===== config.mk =====
export PLATFORM = sky130hd
export DESIGN_NAME = div_iter_param
export DESIGN_NICKNAME = d
export VERILOG_FILES = /design/src/rtl/div_pkg.sv /design/src/rtl/div_abs_neg.sv /design/src/rtl/div_iter_param.sv
export SDC_FILE = /design/constraint.sdc
export NUM_CORES = 1
export LEC_CHECK = 0
export BUFFER_PORTS_ARGS = -buffer_cell sky130_fd_sc_hd__buf_2
export CAP_MARGIN = 20
export CORE_MARGIN = 4
export CORE_UTILIZATION = 30
export DETAILED_ROUTE_END_ITERATION = 12
export SLEW_MARGIN = 10
export SYNTH_ARGS = -nofsm -noshare
export SYNTH_HDL_FRONTEND = slang
export SYNTH_SLANG_ARGS = --single-unit

===== constraint.sdc =====
create_clock -name Clk -period 4.5 [get_ports Clk]
set_input_delay 0.225 -clock Clk [delete_from_list [all_inputs] [get_ports Clk]]
set_output_delay 0.225 -clock Clk [all_outputs]
set_load 0.1 [all_outputs]

===== src/rtl/div_pkg.sv =====
// Shared state encoding, default width and helper function for the iterative divider.
package div_pkg;

    localparam int DIV_WIDTH_DEFAULT = 32;

    localparam logic [1:0] ST_IDLE = 2'd0;
    localparam logic [1:0] ST_CALC = 2'd1;
    localparam logic [1:0] ST_FIX  = 2'd2;
    localparam logic [1:0] ST_ZERO = 2'd3;

    typedef enum logic [1:0] {
        S_IDLE = ST_IDLE,
        S_CALC = ST_CALC,
        S_FIX  = ST_FIX,
        S_ZERO = ST_ZERO
    } div_state_t;

    // Bits needed to hold the values 0..value-1.
    function automatic int clog2(input int value);
        int bits = 0;
        for (int v = value - 1; v > 0; v = v >> 1) begin
            bits++;
        end
        return bits;
    endfunction

endpackage


===== src/rtl/div_abs_neg.sv =====
// Conditional two's-complement negate: y = en ? -x : x.
module div_abs_neg #(
    parameter int WIDTH = 32
) (
    input  logic             en,
    input  logic [WIDTH-1:0] x,
    output logic [WIDTH-1:0] y
);

    assign y = en ? (~x + WIDTH'(1)) : x;

endmodule


===== src/rtl/div_iter_param.sv =====
// Iterative radix-2 restoring divider, one quotient bit per clock, signed or unsigned per request.
// Optional build macro DIV_EARLY_EXIT_EN: short-cut requests whose divisor magnitude exceeds the dividend's.
module div_iter_param
    import div_pkg::*;
#(
    parameter int WIDTH = DIV_WIDTH_DEFAULT
) (
    input  logic             Clk,
    input  logic             Reset,
    input  logic             DivStart,
    input  logic             DivSigned,
    input  logic [WIDTH-1:0] Dividendo,
    input  logic [WIDTH-1:0] Divisor,
    output logic             DivBusy,
    output logic             DivFim,
    output logic             DivisaoPorZero,
    output logic [WIDTH-1:0] Hi,
    output logic [WIDTH-1:0] Lo
);

    localparam int CNT_W = clog2(WIDTH + 1);

    div_state_t state, state_next;

    logic [CNT_W-1:0] cnt;
    logic [WIDTH:0]   rem;
    logic [WIDTH-1:0] quo;
    logic [WIDTH-1:0] b_mag_q;
    logic             neg_q;
    logic             neg_r;

    logic [WIDTH-1:0] a_mag;
    logic [WIDTH-1:0] b_mag;
    logic [WIDTH-1:0] fix_q;
    logic [WIDTH-1:0] fix_r;
    logic [WIDTH:0]   partial;
    logic [WIDTH:0]   diff;
    logic             ge;

    logic load;
    logic step;
    logic finish;
    logic zero_fin;
`ifdef DIV_EARLY_EXIT_EN
    logic early_load;
    logic early_pend;
`endif

    div_abs_neg #(.WIDTH(WIDTH)) u_abs_a (
        .en (DivSigned & Dividendo[WIDTH-1]),
        .x  (Dividendo),
        .y  (a_mag)
    );

    div_abs_neg #(.WIDTH(WIDTH)) u_abs_b (
        .en (DivSigned & Divisor[WIDTH-1]),
        .x  (Divisor),
        .y  (b_mag)
    );

    div_abs_neg #(.WIDTH(WIDTH)) u_fix_q (
        .en (neg_q),
        .x  (quo),
        .y  (fix_q)
    );

    div_abs_neg #(.WIDTH(WIDTH)) u_fix_r (
        .en (neg_r),
        .x  (rem[WIDTH-1:0]),
        .y  (fix_r)
    );

    // A restore step always leaves rem < divisor, so the top remainder bit is never carried out.
    logic unused_rem_msb;
    assign unused_rem_msb = rem[WIDTH];

    assign partial = {rem[WIDTH-1:0], quo[WIDTH-1]};
    assign diff    = partial - {1'b0, b_mag_q};
    assign ge      = (partial >= {1'b0, b_mag_q});
    assign DivBusy = (state != S_IDLE);

    // NOTE: sequential state uses non-blocking assignments so every register samples pre-edge values.
    always_ff @(posedge Clk) begin
        if (Reset) begin
            state <= S_IDLE;
        end else begin
            state <= state_next;
        end
    end

    // NOTE: every output of this block gets a default first, so no path can infer a latch.
    always_comb begin
        state_next = state;
        load       = 1'b0;
        step       = 1'b0;
        finish     = 1'b0;
        zero_fin   = 1'b0;
`ifdef DIV_EARLY_EXIT_EN
        early_load = 1'b0;
`endif
        case (state)
            S_IDLE: begin
                if (DivStart) begin
                    load = 1'b1;
                    if (b_mag == '0) begin
                        state_next = S_ZERO;
`ifdef DIV_EARLY_EXIT_EN
                    end else if (b_mag > a_mag) begin
                        early_load = 1'b1;
                        state_next = S_FIX;
`endif
                    end else begin
                        state_next = S_CALC;
                    end
                end
            end
            S_CALC: begin
                step = 1'b1;
                if (cnt == CNT_W'(1)) begin
                    state_next = S_FIX;
                end
            end
            S_FIX: begin
`ifdef DIV_EARLY_EXIT_EN
                // The short-cut spends one extra cycle here so it completes two cycles after start.
                if (!early_pend) begin
                    finish     = 1'b1;
                    state_next = S_IDLE;
                end
`else
                finish     = 1'b1;
                state_next = S_IDLE;
`endif
            end
            S_ZERO: begin
                zero_fin   = 1'b1;
                state_next = S_IDLE;
            end
            default: state_next = S_IDLE;
        endcase
    end

    // NOTE: operand and work registers are reset too, so a reset mid-division leaves no stale state.
    always_ff @(posedge Clk) begin
        if (Reset) begin
            cnt            <= '0;
            rem            <= '0;
            quo            <= '0;
            b_mag_q        <= '0;
            neg_q          <= 1'b0;
            neg_r          <= 1'b0;
            DivFim         <= 1'b0;
            DivisaoPorZero <= 1'b0;
            Hi             <= '0;
            Lo             <= '0;
`ifdef DIV_EARLY_EXIT_EN
            early_pend     <= 1'b0;
`endif
        end else begin
            DivFim         <= finish | zero_fin;
            DivisaoPorZero <= zero_fin;

            if (load) begin
                cnt     <= CNT_W'(WIDTH);
                rem     <= '0;
                quo     <= a_mag;
                b_mag_q <= b_mag;
                neg_q   <= DivSigned & (Dividendo[WIDTH-1] ^ Divisor[WIDTH-1]);
                neg_r   <= DivSigned & Dividendo[WIDTH-1];
            end

`ifdef DIV_EARLY_EXIT_EN
            if (early_load) begin
                rem        <= {1'b0, a_mag};
                quo        <= '0;
                early_pend <= 1'b1;
            end else if (state == S_FIX) begin
                early_pend <= 1'b0;
            end
`endif

            if (step) begin
                cnt <= cnt - CNT_W'(1);
                rem <= ge ? diff : partial;
                quo <= {quo[WIDTH-2:0], ge};
            end

            if (finish) begin
                Hi <= fix_r;
                Lo <= fix_q;
            end
        end
    end

endmodule


==> out/metrics.yaml <==
cells_and_area:
  ff_latch_area_sq_um: 3440
  final_cell_mix: "dfxtp_1 (172), nor2_1 (159), buf_2 (133)"
  nets: 1601
  drive_above_1_share_pct: 13.6
  final_cell_area_sq_um: 12700
  final_common_cell: "dfxtp_1"
  stdcell_count: 1977
  multi_input_area_sq_um: 7030
  fillCellCount: 3871
  area_growth_pct: 14.4
synthesis:
  async_reset_ff_share_pct: 0
  synth_edf_count: 0
  syn_area_per_cell_sq_um: 7.78
  ys_types: 75
  syn_nets: 1530
  ys_warn_count: 0
  syn_inst: 1422
  mappedNetlistArea_sq_um: 11100
  ys_ff_latch: 172
  synth_ff_type: "dfxtp_1"
  ys_seq_area_share_pct: 31.1
global_route:
  grt_usage_pct: 16.2
  overflow: 0
  grt_pass1_wl_um: 52200
  grt_pass1_vias: 9324
  antenna_found_initial: 5
  grt_max_degree: 87
critical_path:
  arrival_ps: 3670
  critPathMaxFanout: 14
  crit_family: "compound AO/OA/AOI/OAI gates"
  cp-start-kind: "flip-flop"
  cp.required_ps: 4800
  end_kind: "flip-flop"
  reg2reg_from: "rem[21]"
  path_depth: 10
  critPathSlowestCell: "dfxtp_1"
  path_cells: "ha_1, a21o_1, a21o_1, a21o_1, a22o_1, o21ai_1, and2_1, buf_4, mux2i_1, o21ai_0"
  crit_top_cell: "a21o_1"
  max_stage_delay_ps: 500
  rr_worst_depth: 10
  critical_path_buf_inv_count: 1
  crit_start: "rem[21]"
  worstSetupPathType: "flip-flop to flip-flop"
drt:
  drt-total-wl_um: 33500
  drt_iter0_drc: 800
  drc_errors: 0
  drt.antenna.violating_nets: 0
  routedWlPerCell_um: 16.9
  viasPerCell: 5.22
  drt_first_pass_iters: 5
  vias: 10300
power:
  p_clk_share_pct: 29.4
  combPwrFrac_pct: 37.0
  swShare_pct: 39.1
  power.share.sequential_pct: 33.6
  p_int_uw: 3250
  ir_drop_v: 0.000249
  p_switching_uw: 2090
  power_density_nw_per_um2: 422
  p_leak_uw: 0.00499
place:
  place_area_sq_um: 12000
  hpwl_um: 26000
  place_congestion: 0.888
  dp_cells: 1942
  portBuffers: 134
cts:
  cts.sinks: 172
  htree_levels: 4
  cts_root_buf: "clkbuf_16"
  cts_buffers: 17
  clock_latency_ps: 440
  cts_tree: "done"
  cts_max_path_buffers: 2
  post-cts-setup-buffer-count: 0
  clkSlewWorstSetupHoldPaths_ps: 80
  cts_resized: 0
  cts_hold_buf: 0
timing:
  setup_viol: 0
  tightest_slew_ps: 973
  finalCriticalPeriod_ps: 3370
  clock.fmax_ghz: 0.297
  setup_tns_ps: 0
  rsz0062_at_grt: "no"
  relSlewSlack_pct: 35.1
  finalHoldViolCount: 0
  fin_crit_sh_pct: 74.8
  timing.final.max_slew_violations: 0
  fin_skew_ps: 20.2
die:
  die_area_sq_um: 40000
  coreArea_sq_um: 36500
  rows: 70
  num_io_pins: 135
  die_h_um: 200
  initial_core_util_pct: 30.3
  die_w_um: 200
outcome:
  status: "finished clean"
run:
  drv_cap: 0
worst_hold_path:
  min_path_type: "input port to flip-flop"
  holdPathStages: 3
  holdCritStartpoint: "Divisor[0]"
path summary, 6_finish.rpt:
check	endpoint	slack (ps)
hold reg to reg	Lo[21]	450
hold / removal	b_mag_q[0]	70
setup reg to reg	rem[1]	1130
setup / recovery	rem[1]	1130
power by group through the flow:
stage	Clock, uW	Combinational, uW	Sequential [uW]
after global routing	1660	2170	1810
after detailed placement	0	1950	1830
final	1570	1980	1790
after CTS	1600	1960	1790
after floorplan	0	1350	1920
after global placement	0	1950	1820
cells by family (layout without fill, tap and decap cells):
family / count (synthesis) / after routing / share of synthesized area (%)
AND/OR/NAND/NOR: 463 / 463 / 20.0
other: 0 / 3 / 0
flip-flops: 172 / 172 / 31.1
adder cells (fa/ha/maj): 40 / 40 / 4.59
AO/OA/AOI/OAI: 434 / 434 / 25.7
buffers and inverters: 153 / 237 / 5.53
multiplexers: 22 / 22 / 2.02
XOR/XNOR: 138 / 138 / 11.1
worst register-to-register path: stages (launching register included):
cell and delay (ps):
dfxtp_1 500, ha_1 380, a21o_1 230, a21o_1 170, a21o_1 190, a22o_1 250, o21ai_1 370, and2_1 480
buf_4 340, mux2i_1 220, o21ai_0 90
final cells by class:
type                       count  share of cell area (%)
clock buffer                  21                    3.56
sequential                   172                    27.2
antenna                        3                  0.0593
inverter                      60                    1.78
multi-input combinational   1097                    55.6
timing repair buffer         145                    5.97
tap                          468                    4.63
clock inverter                11                    1.26
through the flow:
stage | hold slack, ps | util (%) | total power [uW] | setup WS (ps)
after floorplan | 361 | - | 3270 | 1510
after global placement | 437 | 33.0 | 3770 | 1140
after detailed placement | 446 | 33.0 | 3780 | 1110
after CTS | 45.9 | 34.6 | 5350 | 1200
after global routing | 73.3 | 34.6 | 5640 | 917
final | 69.4 | 34.7 | 5340 | 1130
state kept, by name, summed over array words and instances (netlist names):
register,count
DivFim,1
DivisaoPorZero,1
Hi,32
Lo,32
b_mag_q,32
cnt,6
neg_q,1
neg_r,1
quo,32
rem,32
state,2
Yosys cell counts (7+ instances only):
library cell | n | share of area, %
o22ai_1 | 11 | 0.62
xnor2_1 | 56 | 4.4
mux2i_1 | 19 | 1.7
a311oi_1 | 9 | 0.71
a21oi_1 | 98 | 4.4
o41ai_1 | 14 | 1.1
clkbuf_1 | 81 | 2.7
nand4_1 | 16 | 0.90
xor2_1 | 80 | 6.3
a22oi_1 | 29 | 2.0
dfxtp_1 | 172 | 31
o31ai_1 | 24 | 1.6
nand2_1 | 129 | 4.4
nor2_1 | 161 | 5.5
o21ai_0 | 87 | 3.9
inv_1 | 60 | 2.0
and2_1 | 8 | 0.45
nand2b_1 | 15 | 0.85
or2_2 | 8 | 0.45
or3_1 | 16 | 0.90
a21o_1 | 11 | 0.75
nor3_1 | 21 | 0.95
and3_1 | 14 | 0.79
nor4_1 | 18 | 1.0
nand3_1 | 17 | 0.77
a31oi_1 | 15 | 0.85
or4_1 | 13 | 0.88
a32oi_1 | 9 | 0.71
nor2b_1 | 7 | 0.40
a211oi_1 | 83 | 5.6
ha_1 | 39 | 4.4
metal layers:
metal / wire length [um] / vias up / part of all wire (%) / global-route usage (%)
li1: - / 5308 / - / -
met1: 17600 / 4701 / 53 / 25.5
met2: 13800 / 285 / 41 / 22.8
met3: 1770 / 18 / 5.3 / 2.74
met4: 286 / 4 / 0.85 / 3.57
met5: 21 / - / 0.063 / 0
No activity file was read; power rests on OpenSTA's default activity.
